File: src/rtl/atm_pkg.sv
// Shared types and default sizing for the ATM session controller slice.
package atm_pkg;

  localparam int unsigned BALANCE_WIDTH_DEF  = 20;
  localparam int unsigned MAX_TRIES_DEF      = 3;
  localparam int unsigned TIMEOUT_CYCLES_DEF = 255;

  typedef enum logic [2:0] {
    IDLE,
    PSW_WAIT,
    CHECK_REQ,
    CHECK_WAIT,
    MENU,
    EXEC,
    COMMIT,
    EJECT
  } state_t;

  typedef enum logic [1:0] {
    OP_EXIT     = 2'b00,
    OP_INQUIRY  = 2'b01,
    OP_WITHDRAW = 2'b10,
    OP_DEPOSIT  = 2'b11
  } op_t;

endpackage

File: src/rtl/atm_session_ctrl_if.sv
// Session controller <-> account database link.
interface atm_session_ctrl_if #(
  parameter int unsigned balance_width = atm_pkg::BALANCE_WIDTH_DEF
);
  logic                     card_in;
  logic                     op_done;
  logic [balance_width-1:0] updated_balance;
  logic                     wrong_psw;
  logic [balance_width-1:0] balance;

  modport master (
    output card_in, op_done, updated_balance,
    input  wrong_psw, balance
  );

  modport slave (
    input  card_in, op_done, updated_balance,
    output wrong_psw, balance
  );
endinterface

File: src/rtl/session_timer.sv
// Inactivity down-counter: load holds it at the limit, expired flags zero.
module session_timer #(
  parameter int unsigned timeout_cycles = atm_pkg::TIMEOUT_CYCLES_DEF
) (
  input  logic clk,
  input  logic rst,
  input  logic load,
  input  logic en,
  output logic expired
);
  localparam int unsigned W = (timeout_cycles > 1) ? $clog2(timeout_cycles + 1) : 1;

  logic [W-1:0] count;

  always_ff @(posedge clk or negedge rst) begin
    if (!rst) begin
      count <= '0;
    end else if (load) begin
      count <= W'(timeout_cycles);
    end else if (en && count != '0) begin
      count <= count - W'(1);
    end
  end

  assign expired = (count == '0);
endmodule

File: src/rtl/atm_session_ctrl.sv
// Customer-session FSM: card/PIN sequencing, menu operations, balance arithmetic.
module atm_session_ctrl
  import atm_pkg::*;
#(
  parameter int unsigned balance_width  = BALANCE_WIDTH_DEF,
  parameter int unsigned max_tries      = MAX_TRIES_DEF,
  parameter int unsigned timeout_cycles = TIMEOUT_CYCLES_DEF
) (
  input  logic                     clk,
  input  logic                     rst,
  atm_session_ctrl_if.master       db,
  input  logic                     card_inserted,
  input  logic                     psw_valid,
  input  logic                     op_valid,
  input  logic [1:0]               op_sel,
  input  logic [balance_width-1:0] amount,
  output logic [balance_width-1:0] balance_disp,
  output logic                     op_error,
  output logic                     card_eject,
  output logic                     card_retained
);
  localparam int unsigned BW = balance_width;
  localparam int unsigned TW = (max_tries > 1) ? $clog2(max_tries) : 1;

  state_t        state;
  op_t           op_r;
  logic          card_q;
  logic [TW-1:0] tries;
  logic [BW-1:0] held;
  logic [BW-1:0] new_bal;
  logic [BW-1:0] amt_r;
  logic          card_in_q;
  logic          op_done_q;
  logic          timer_en;
  logic          timer_load;
  logic          timer_expired;
  logic [BW:0]   sum;
  logic [BW-1:0] diff;

  assign db.card_in         = card_in_q;
  assign db.op_done         = op_done_q;
  // Held balance only ever changes at commit or PIN acceptance, so it doubles as updated_balance.
  assign db.updated_balance = held;

  assign timer_en   = (state == PSW_WAIT) || (state == MENU);
  assign timer_load = !timer_en || psw_valid || op_valid;

  session_timer #(.timeout_cycles(timeout_cycles)) u_timer (
    .clk     (clk),
    .rst     (rst),
    .load    (timer_load),
    .en      (timer_en),
    .expired (timer_expired)
  );

  always_comb begin
    sum  = {1'b0, held} + {1'b0, amt_r};
    diff = held - amt_r;
  end

  always_ff @(posedge clk or negedge rst) begin
    if (!rst) begin
      state         <= IDLE;
      op_r          <= OP_EXIT;
      card_q        <= 1'b0;
      tries         <= '0;
      held          <= '0;
      new_bal       <= '0;
      amt_r         <= '0;
      card_in_q     <= 1'b0;
      op_done_q     <= 1'b0;
      balance_disp  <= '0;
      op_error      <= 1'b0;
      card_eject    <= 1'b0;
      card_retained <= 1'b0;
    end else begin
      card_q        <= card_inserted;
      op_done_q     <= 1'b0;
      op_error      <= 1'b0;
      card_retained <= 1'b0;
      // Card removal aborts everything except an already-started commit.
      if (state != IDLE && !card_inserted) begin
        if (state == COMMIT) begin
          op_done_q    <= 1'b1;
          held         <= new_bal;
          balance_disp <= new_bal;
        end
        state      <= IDLE;
        card_in_q  <= 1'b0;
        card_eject <= 1'b0;
      end else begin
        case (state)
          IDLE: begin
            if (card_inserted && !card_q) begin
              state <= PSW_WAIT;
              tries <= '0;
            end
          end
          PSW_WAIT: begin
            if (psw_valid) begin
              state     <= CHECK_REQ;
              card_in_q <= 1'b1;
            end else if (timer_expired) begin
              state      <= EJECT;
              card_eject <= 1'b1;
            end
          end
          CHECK_REQ: state <= CHECK_WAIT;
          CHECK_WAIT: begin
            if (db.wrong_psw) begin
              card_in_q <= 1'b0;
              if (tries == TW'(max_tries - 1)) begin
                card_retained <= 1'b1;
                state         <= IDLE;
              end else begin
                tries <= tries + TW'(1);
                state <= PSW_WAIT;
              end
            end else begin
              held  <= db.balance;
              state <= MENU;
            end
          end
          MENU: begin
            if (op_valid) begin
              case (op_t'(op_sel))
                OP_INQUIRY: balance_disp <= held;
                OP_EXIT: begin
                  state      <= EJECT;
                  card_in_q  <= 1'b0;
                  card_eject <= 1'b1;
                end
                default: begin
                  op_r  <= op_t'(op_sel);
                  amt_r <= amount;
                  state <= EXEC;
                end
              endcase
            end else if (timer_expired) begin
              state      <= EJECT;
              card_in_q  <= 1'b0;
              card_eject <= 1'b1;
            end
          end
          EXEC: begin
            if (op_r == OP_WITHDRAW) begin
              if (amt_r > held) begin
                op_error <= 1'b1;
                state    <= MENU;
              end else begin
                new_bal <= diff;
                state   <= COMMIT;
              end
            end else if (sum[BW]) begin
              op_error <= 1'b1;
              state    <= MENU;
            end else begin
              new_bal <= sum[BW-1:0];
              state   <= COMMIT;
            end
          end
          COMMIT: begin
            op_done_q    <= 1'b1;
            held         <= new_bal;
            balance_disp <= new_bal;
            state        <= MENU;
          end
          EJECT: card_eject <= 1'b1;
          default: state <= IDLE;
        endcase
      end
    end
  end
endmodule

File: src/flat_wrapper.sv
// flat-port wrapper written by rule: the top's interface ports become plain ports
module atm_session_ctrl_flat import atm_pkg::*;
#(
  parameter int unsigned balance_width  = BALANCE_WIDTH_DEF,
  parameter int unsigned max_tries      = MAX_TRIES_DEF,
  parameter int unsigned timeout_cycles = TIMEOUT_CYCLES_DEF
)
  (clk, rst, card_inserted, psw_valid, op_valid, op_sel, amount, balance_disp, op_error, card_eject, card_retained, db_card_in, db_op_done, db_updated_balance, db_wrong_psw, db_balance);
  atm_session_ctrl_if #(.balance_width(balance_width)) db_i ();
  input  logic clk;
  input  logic rst;
  input  logic card_inserted;
  input  logic psw_valid;
  input  logic op_valid;
  input  logic [1:0] op_sel;
  input  logic [balance_width-1:0] amount;
  output logic [balance_width-1:0] balance_disp;
  output logic op_error;
  output logic card_eject;
  output logic card_retained;
  output wire logic [$bits(db_i.card_in)-1:0] db_card_in;
  output wire logic [$bits(db_i.op_done)-1:0] db_op_done;
  output wire logic [$bits(db_i.updated_balance)-1:0] db_updated_balance;
  input wire logic [$bits(db_i.wrong_psw)-1:0] db_wrong_psw;
  input wire logic [$bits(db_i.balance)-1:0] db_balance;
  assign db_card_in = db_i.card_in;
  assign db_op_done = db_i.op_done;
  assign db_updated_balance = db_i.updated_balance;
  assign db_i.wrong_psw = db_wrong_psw;
  assign db_i.balance = db_balance;
  atm_session_ctrl #(.balance_width(balance_width), .max_tries(max_tries), .timeout_cycles(timeout_cycles)) u_core (.clk(clk), .rst(rst), .db(db_i), .card_inserted(card_inserted), .psw_valid(psw_valid), .op_valid(op_valid), .op_sel(op_sel), .amount(amount), .balance_disp(balance_disp), .op_error(op_error), .card_eject(card_eject), .card_retained(card_retained));
endmodule
File: config.mk
export PLATFORM = sky130hd
export DESIGN_NAME = atm_session_ctrl_flat
export DESIGN_NICKNAME = d
export VERILOG_FILES = /design/src/rtl/atm_pkg.sv /design/src/rtl/atm_session_ctrl_if.sv /design/src/rtl/session_timer.sv /design/src/rtl/atm_session_ctrl.sv /design/src/flat_wrapper.sv
export SDC_FILE = /design/constraint.sdc
export NUM_CORES = 1
export LEC_CHECK = 0
export ABC_AREA = 0
export CORE_MARGIN = 1.5
export CORE_UTILIZATION = 70
export DETAILED_ROUTE_END_ITERATION = 7
export DONT_BUFFER_PORTS = 1
export PLACE_DENSITY = 0.95
export SETUP_SLACK_MARGIN = 0.15
export SYNTH_ARGS = -nofsm -noshare
export SYNTH_HDL_FRONTEND = slang
export SYNTH_HIERARCHICAL = 1
export SYNTH_SLANG_ARGS = --single-unit
File: constraint.sdc
create_clock -name clk -period 8.4 [get_ports clk]
set_input_delay 2.52 -clock clk [delete_from_list [all_inputs] [get_ports clk]]
set_output_delay 2.52 -clock clk [all_outputs]
set_load 0.05 [all_outputs]
## Word-level counts from Yosys, hierarchy flattened

Index checks and enable logic that the tools add are counted.

- Register bits after elaboration: 101
- Input bits: 48
- Output and inout port bits: 45
- Word-level logic and storage cells: 129

- $add $sub $neg: 4
- Magnitude comparators: 1
- Eq/ne operators: 26
- Muxes and demuxes: 52
- Bitwise logic cells: 2
- Reductions and logical operators: 30

Operator list:

| kind | count |
|---|---|
| $mux 20 | 9 |
| $pmux 20 s2 | 2 |
| $mux 1 | 22 |
| $add 20x20->21 | 1 |
| $mux 3 | 7 |
| $pmux 3 s7 | 1 |
| $gt 20x20->1 | 1 |
| $sub 20x20->20 | 1 |
| $mux 8 | 2 |
| $reduce_bool 8->1 | 2 |
| $eq 3x3->1 const B | 4 |
| $ne 3x3->1 const B | 4 |
| $reduce_and 4->1 | 3 |
| $mux 2 | 5 |
| $ne 2x2->1 const B | 5 |
| $reduce_and 5->1 | 2 |
| $reduce_and 3->1 | 3 |
| $logic_not 8->1 | 1 |
| $ne 4x4->1 const B | 2 |
| $reduce_bool 2->1 | 4 |
| $reduce_bool 4->1 | 2 |
| $sub 8x1->8 const B | 1 |
| $eq 3x2->1 const B | 2 |
| $ne 3x2->1 const B | 2 |
| other kinds (18) | 27 |

## Logic depth before layout (Yosys ltp)

Gate-level depths: netlist (run 1).

- Depth after elaboration: 6
- Depth in mapped cells: 12
- Gate-level depth less buffers: 11

## Hierarchy

The synthesis (run 1) kept the hierarchy.

Modules (own cells, without submodules):

| module | instances | cells an instance | area each (um^2) |
|---|---|---|---|
| atm_session_ctrl | 1 | 707 | 6292.3 |
| session_timer | 1 | 46 | 470.5 |

## Least setup slack after synthesis (run 1)

Ideal clock, no wire load.

- Path type: input to register
- Start: input card_inserted
- End: register u_core.new_bal[10]
- Library setup time: 0.125 ns
- Data arrival time: 3.771 ns
- Required time: 8.275 ns
- Slack: 4.504 ns
- Stages: 7
- Buffers on the path: 1
- Cells stage by stage: nand3_1 > nor2_1 > and3_1 > a32oi_4 > nand2_4 > buf_6 > mux2_4

- Cells in the longest elaborated chain, start to end: 4

RTL lines:

| element | line | text |
|---|---|---|
| start: declaration | flat_wrapper.sv:12 | `input logic card_inserted;` |
| $logic_not 1->1 | atm_session_ctrl.sv:82 | `if (state != IDLE && !card_inserted) begin` |
| $logic_and 1x1->1 | atm_session_ctrl.sv:82 |  |
| $not 1->1 (no line) | n/a |  |
| $reduce_and 4->1 (no line) | n/a |  |
| end signal: assignment | atm_session_ctrl.sv:151 | `new_bal <= diff;` |
| end signal: assignment | atm_session_ctrl.sv:158 | `new_bal <= sum[BW-1:0];` |
| end: declaration | atm_session_ctrl.sv:30 | `logic [BW-1:0] new_bal;` |

Every way passes these cells.
A chain may end at the register's enable or synchronous reset.

## Final worst setup path (run 1)

- Start: input card_inserted
- End: register u_core.new_bal[4]

The elaborated chain is that of the path after synthesis.

==> results of run 1 <==
-- logic make-up (layout without fill, tap and decap cells) --
logic type | count (synthesis) | after routing
AND/OR/NAND/NOR | 216 | 216
XOR/XNOR | 16 | 16
flip-flops | 101 | 101
AO/OA/AOI/OAI | 207 | 207
buffers and inverters | 91 | 71
adder cells (fa/ha/maj) | 45 | 45
multiplexers | 77 | 77
-- area by class of cell --
class | instances | area, um^2 | area share (%)
inverter | 50 | 188 | 2.68
clock buffer | 10 | 138 | 1.96
tap | 129 | 161 | 2.30
clock inverter | 6 | 68.8 | 0.982
sequential | 101 | 2530 | 36.1
timing repair buffer | 5 | 37.5 | 0.536
multi-input combinational | 561 | 3880 | 55.4
-- per-stage QoR --
| step | worst slack (ps) | area [um^2] |
|---|---|---|
| final | 4590 | 7000 |
| after global routing | 4490 | 7000 |
| after floorplan | 4500 | 6760 |
| after detailed placement | 4250 | 6800 |
| after global placement | 4320 | 6800 |
| after CTS | 4630 | 7000 |
-- per-layer routing --
metal	share of wire [%]	track usage [%]	up-vias	wire (um)
li1	-	-	2629	-
met1	39	38.8	2746	6450
met2	50	57.5	290	8200
met3	7.6	6.56	55	1250
met4	2.7	12.1	0	437
met5	0	0	-	0
-- path summary, 6_finish.rpt --
check / startpoint / to / slack [ps] / cells past startpoint
max in group asynchronous: rst / u_core/u_timer/count[7] / 6430 / 0
worst min-delay path: u_core/tries[1] / u_core/tries[1] / 510 / 2
worst min register to register: u_core/tries[1] / u_core/tries[1] / 510 / 2
worst max register to register: u_core/db.updated_balance[13] / u_core/new_bal[4] / 4760 / 8
worst max-delay path: card_inserted / u_core/new_bal[4] / 4590 / 6
min in group asynchronous: rst / u_core/db.updated_balance[15] / 1840 / 0
-- worst max-delay path: stages --
cell and delay (ps):
nand3_1 130, nor2_1 280, and3_1 240, a32oi_4 140
nand2_4 350, mux2_2 390
-- power groups by stage --
stage               registers, mW  clock network, mW  logic (mW)
floorplan                    1.07                  0        1.42
global route                 1.18              0.350        1.96
global placement             1.14                  0        1.64
finish                       1.15              0.322        1.79
CTS                          1.15              0.329        1.74
detailed placement           1.16                  0        1.72
-- cell usage in the layout (no fill, tap or decap), types with 3 or more instances in the layout --
cell type	instances
a221oi_1	3
o21ai_0	79
o21bai_1	3
or2_2	3
mux2_2	26
nor4_1	8
mux2i_1	45
xnor2_1	15
ha_1	43
clkbuf_8	10
mux2_4	6
nand2_1	71
or4_1	4
nor2b_1	11
a21oi_1	52
buf_4	5
nor3b_1	4
a211oi_1	8
a31oi_1	9
dfrtp_1	101
nor2_1	58
o31ai_1	7
nand2b_1	8
nor3_1	16
and3_1	3
inv_1	50
a21o_1	6
nand3_1	19
nand4_1	3
-- state kept, by name (all words and copies together) (netlist names) --
signal	cells
u_core/tries	2
u_core/op_error	1
u_core/amt_r	20
u_core/db.op_done	1
u_core/new_bal	20
u_core/card_retained	1
u_core/card_q	1
u_core/state	3
u_core/db.card_in	1
u_core/card_eject	1
u_core/balance_disp	20
u_core/op_r	2
u_core/db.updated_balance	20
u_core/u_timer/count	8
==> impl_metrics.env, run 1 <==
export IMPL_worst_hold_slack_ps=510
export IMPL_clkPwrFrac_pct=9.9
export IMPL_grt_util_all_layers_pct=32.3
export IMPL_clock_skew_ps=14.5
export IMPL_power_internal_mw=1.52
export IMPL_antenna_cells_inserted=0
export IMPL_synthesis_instances=753
export IMPL_tritoncts_num_buffers=9
export IMPL_p_leak_nw=3.13
export IMPL_max_slew_worst_pin_slew_ps=1170
export IMPL_fin_crit_ps=3810
export IMPL_setup_tns_final_ps=0
export IMPL_seqPwrFrac_pct=35.3
export IMPL_postCtsHoldBufs=0
export IMPL_final_max_slew_violation_count=0
export IMPL_grt_overflow_total=0
export IMPL_clock_latency_ps=360
export IMPL_primary_ff_master_synth="dfrtp_1"
export IMPL_area_growth_syn_to_layout_pct=3.57
export IMPL_syn_area_um2=6760
export IMPL_hold_viol=0
export IMPL_postCtsSetupBuffers=0
export IMPL_synth_seq_cells=101
export IMPL_seq_area_frac_synth_pct=37.4
export IMPL_portion_of_netlist_area_occupied_by_mux_cells_pct=12.3
export IMPL_path_max_fanout=26
export IMPL_comb_power_share_pct=54.9
export IMPL_max_cap_violations=0
export IMPL_final_layout_fill_cell_count=649
export IMPL_critPathArrivalTime_ps=4050
export IMPL_io_buffers=0
export IMPL_floorplan_io_pins=93
export IMPL_initial_utilization_pct=72.8
export IMPL_numPlacedInstances=846
export IMPL_power_density_cell_area_nw_per_um2=466
export IMPL_die_h_um=101
export IMPL_routedWlPerCell_um=19.0
export IMPL_antenna_found_initial=1
export IMPL_yosys_area_share_adder_pct=8.55
export IMPL_vdd_ir_drop_max_mv=0.190
export IMPL_synth_top_family_by_area="compound AO/OA/AOI/OAI gates"
export IMPL_cts_sink_count=101
export IMPL_synth_simple_area_share_pct=15.1
export IMPL_synth_fp_nets=846
export IMPL_synth_top_area_share_pct=37.4
export IMPL_post_cts_resize_count=0
export IMPL_gp_congestion=0.949
export IMPL_clkTransAtPathRegs_ps=110
export IMPL_cts_tree="built"
export IMPL_power_share_switching_pct=53.3
export IMPL_grt_start_max_net_pins=102
export IMPL_synthDistinctLibCells=75
export IMPL_max_slew_margin_pct=21.7
export IMPL_design_final_nets=821
export IMPL_cts_htree_levels=3
export IMPL_yosys_warns=6
export IMPL_synth_compound_area_share_pct=19.2
export IMPL_yosys_cell_count_top_type="dfrtp_1"
export IMPL_setup_violation_total_in_the_final_timing_report=0
export IMPL_drcViolationCount=0
export IMPL_cp_data_required_time_ps=8640
export IMPL_hold_class="register to register"
export IMPL_routed_via_density=6.64
export IMPL_floorplan_core_area_um2=9280
export IMPL_total_switching_power_mw=1.74
export IMPL_final_cell_count_no_fill=862
export IMPL_synth_area_leader_cell="dfrtp_1"
export IMPL_dpl_hpwl_um=11400
export IMPL_yosys_top_cells_area="dfrtp_1 37%, ha_1 8.0%, mux2i_1 6.7%, o21ai_0 5.9%, mux2_2 4.3%"
export IMPL_setup_repair_after_global_routing_missed_its_margin="false"
export IMPL_detail_route_antenna_nets=0
export IMPL_detailedRoute_firstIterationViolations=396
export IMPL_grt_pass1_wl_um=26300
export IMPL_yosys_area_share_xor_xnor_pct=2.07
export IMPL_post_layout_total_power_mw=3.26
export IMPL_clockBufferDepth=2
export IMPL_min_period_over_period_pct=45.3
export IMPL_root_buffer="clkbuf_8"
export IMPL_async_flop_share_pct=100
export IMPL_avgSynthCellArea_um2=8.98
export IMPL_critical_path_startpoint_type="primary input"
export IMPL_critical_path_endpoint_type="register"
export IMPL_synth_edff_count=0
export IMPL_vias=5720
export IMPL_die_area_um2=10300
export IMPL_fraction_of_layout_instances_using_a_drive_strength_above_1_pct=9.69
export IMPL_num_rows=35
export IMPL_floorplan_die_width_um=101
export IMPL_grt_pass1_vias=5646
export IMPL_drt_pass1_iter_count=5
export IMPL_run_status="completed"
export IMPL_route_final_wire_length_um=16300
export IMPL_synth_top_cells_by_count="101 x dfrtp_1, 80 x o21ai_0, 71 x nand2_1"
export IMPL_fmaxAchievable_ghz=0.263
export IMPL_worstSetupPathType="primary input to register"
export IMPL_post_route_util_pct=75.4
No activity file was read; power rests on OpenSTA's default activity.
==> run 2: changes to the inputs <==
--- a/config.mk
+++ b/config.mk
@@ -7,10 +7,10 @@
 export LEC_CHECK = 0
 export ABC_AREA = 0
 export CORE_MARGIN = 1.5
-export CORE_UTILIZATION = 70
+export CORE_UTILIZATION = 58
 export DETAILED_ROUTE_END_ITERATION = 7
 export DONT_BUFFER_PORTS = 1
-export PLACE_DENSITY = 0.95
+export PLACE_DENSITY = 0.87
 export SETUP_SLACK_MARGIN = 0.15
 export SYNTH_ARGS = -nofsm -noshare
 export SYNTH_HDL_FRONTEND = slang
==> constraint.sdc (replaced) <==
create_clock -name clk -period 3.43 [get_ports clk]
set_input_delay 1.029 -clock clk [delete_from_list [all_inputs] [get_ports clk]]
set_output_delay 1.029 -clock clk [all_outputs]
set_load 0.05 [all_outputs]
==> impl_metrics.env, run 2 (synthesis results as in run 1) <==
export IMPL_crit_slowest_cell="mux2_2"
export IMPL_grt_pass1_vias=5635
export IMPL_numPlacedInstances=878
export IMPL_num_rows=39
export IMPL_power_density_cell_area_nw_per_um2=1160
export IMPL_grt_start_max_net_pins=102
export IMPL_cts_sink_count=101
export IMPL_clock_latency_ps=350
export IMPL_route_final_wire_length_um=16400
export IMPL_floorplan_io_pins=93
export IMPL_tritoncts_num_buffers=9
export IMPL_gp_congestion=0.919
export IMPL_worstSetupPathType="register to register"
export IMPL_fin_crit_ps=3080
export IMPL_vias=5503
export IMPL_critical_path_endpoint_type="register"
export IMPL_crit_path_cell_trace="inv_1, ha_1, fa_1, nand2b_1, a211oi_1, o21ai_2, o221ai_2, a32oi_4, nand2_4, mux2_2"
export IMPL_path_max_fanout=26
export IMPL_drcViolationCount=0
export IMPL_rrSetupSlack_ps=350
export IMPL_postCtsSetupBuffers=0
export IMPL_die_h_um=111
export IMPL_routedWlPerCell_um=18.4
export IMPL_floorplan_die_width_um=111
export IMPL_detailedRoute_firstIterationViolations=378
export IMPL_vdd_ir_drop_max_mv=0.688
export IMPL_critPathArrivalTime_ps=3310
export IMPL_max_slew_worst_pin_slew_ps=1020
export IMPL_area_growth_syn_to_layout_pct=8.10
export IMPL_clock_skew_ps=10.0
export IMPL_die_area_um2=12300
export IMPL_p_leak_nw=3.29
export IMPL_max_slew_margin_pct=31.8
export IMPL_dpl_hpwl_um=11800
export IMPL_floorplan_core_area_um2=11400
export IMPL_final_cell_count_no_fill=893
export IMPL_hold_class="primary input to asynchronous set/reset pin"
export IMPL_run_status="completed"
export IMPL_cp_data_required_time_ps=3660
export IMPL_design_final_nets=839
export IMPL_hold_viol=0
export IMPL_antenna_found_initial=1
export IMPL_initial_utilization_pct=59.2
export IMPL_min_period_over_period_pct=89.7
export IMPL_antenna_cells_inserted=0
export IMPL_layout_cells_most_common_list="101 x dfrtp_1, 79 x o21ai_0, 71 x nand2_1"
export IMPL_final_max_slew_violation_count=0
export IMPL_grt_util_all_layers_pct=26.9
export IMPL_path_buf_inv=1
export IMPL_fmaxAchievable_ghz=0.325
export IMPL_critical_path_startpoint_type="register"
export IMPL_io_buffers=0
export IMPL_post_cts_resize_count=0
export IMPL_setup_violation_total_in_the_final_timing_report=0
export IMPL_setup_tns_final_ps=0
export IMPL_setup_repair_after_global_routing_missed_its_margin="false"
export IMPL_detail_route_antenna_nets=0
export IMPL_root_buffer="clkbuf_16"
export IMPL_max_cap_violations=0
export IMPL_grt_overflow_total=0
export IMPL_mostFrequentLayoutCell="dfrtp_1"
export IMPL_drt_pass1_iter_count=5
export IMPL_grt_pass1_wl_um=26800
export IMPL_critPathTopFamily="compound AO/OA/AOI/OAI gates"
export IMPL_postCtsHoldBufs=0
export IMPL_cts_htree_levels=3
export IMPL_clkTransAtPathRegs_ps=70
export IMPL_critical_path_max_stage_delay_ps=390
export IMPL_clockBufferDepth=2
export IMPL_cts_tree="built"
export IMPL_fraction_of_layout_instances_using_a_drive_strength_above_1_pct=11.7
export IMPL_routed_via_density=6.16
==> run 2: cell count changes in the layout (fill, tap and decap cells not counted), sizes merged <==
cell	change
buf	+18
bufinv	+2
clkbuf	+1
clkinv	-1
clkinvlp	-1
inv	-2
==> run 2: area by class of cell <==
| cell class | instances | area [um^2] |
|---|---|---|
| Inverter | 50 | 188 |
| Timing Repair Buffer | 23 | 185 |
| Sequential cell | 101 | 2530 |
| Fill cell | 934 | 4110 |
| Clock buffer | 11 | 253 |
| Clock inverter | 4 | 95.1 |
| Multi-Input combinational cell | 561 | 3880 |
| Tap cell | 143 | 179 |
==> run 2: routing by layer <==
| metal | up-vias | part of all wire, % | track usage, % |
|---|---|---|---|
| met4 | 0 | 2.1 | 8.46 |
| met5 | - | 0 | 0 |
| met2 | 154 | 50 | 46.6 |
| li1 | 2650 | - | - |
| met3 | 29 | 6.1 | 8.80 |
| met1 | 2670 | 41 | 31.6 |
==> run 2: final timing paths <==
check | from | endpoint | cells after the start
min in group clk | u_core/tries[1] | u_core/tries[1] | 2
worst max-delay path | u_core/db.updated_balance[0] | u_core/new_bal[18] | 10
worst min-delay path | rst | u_core/balance_disp[3] | 0
worst min register to register | u_core/tries[1] | u_core/tries[1] | 2
worst max register to register | u_core/db.updated_balance[0] | u_core/new_bal[18] | 10
max in group asynchronous | rst | u_core/db.card_in | 0
==> run 2: where the power goes <==
part           leakage [nW]  total, mW  switching, mW  internal [mW]
Sequential             1.29       2.41          0.785           1.62
Combinational          1.83       4.92           3.03           1.89
Clock                 0.172       1.18          0.431          0.747
Total                  3.29       8.50           4.24           4.26
==> run 2: stage by stage <==
step | total power, mW | setup slack (ps) | utilization (%) | hold slack (ps) | cell area [um^2]
2_1_floorplan | 6.11 | 412 | - | 447 | 6760
3_3_place_gp | 7.10 | 497 | 61.0 | 464 | 6960
3_5_place_dp | 7.25 | 374 | 61.0 | 474 | 6960
4_1_cts | 8.47 | 356 | 64.0 | 352 | 7310
5_1_grt | 9.11 | 165 | 64.0 | 350 | 7310
6_report | 8.50 | 352 | 64.0 | 370 | 7310
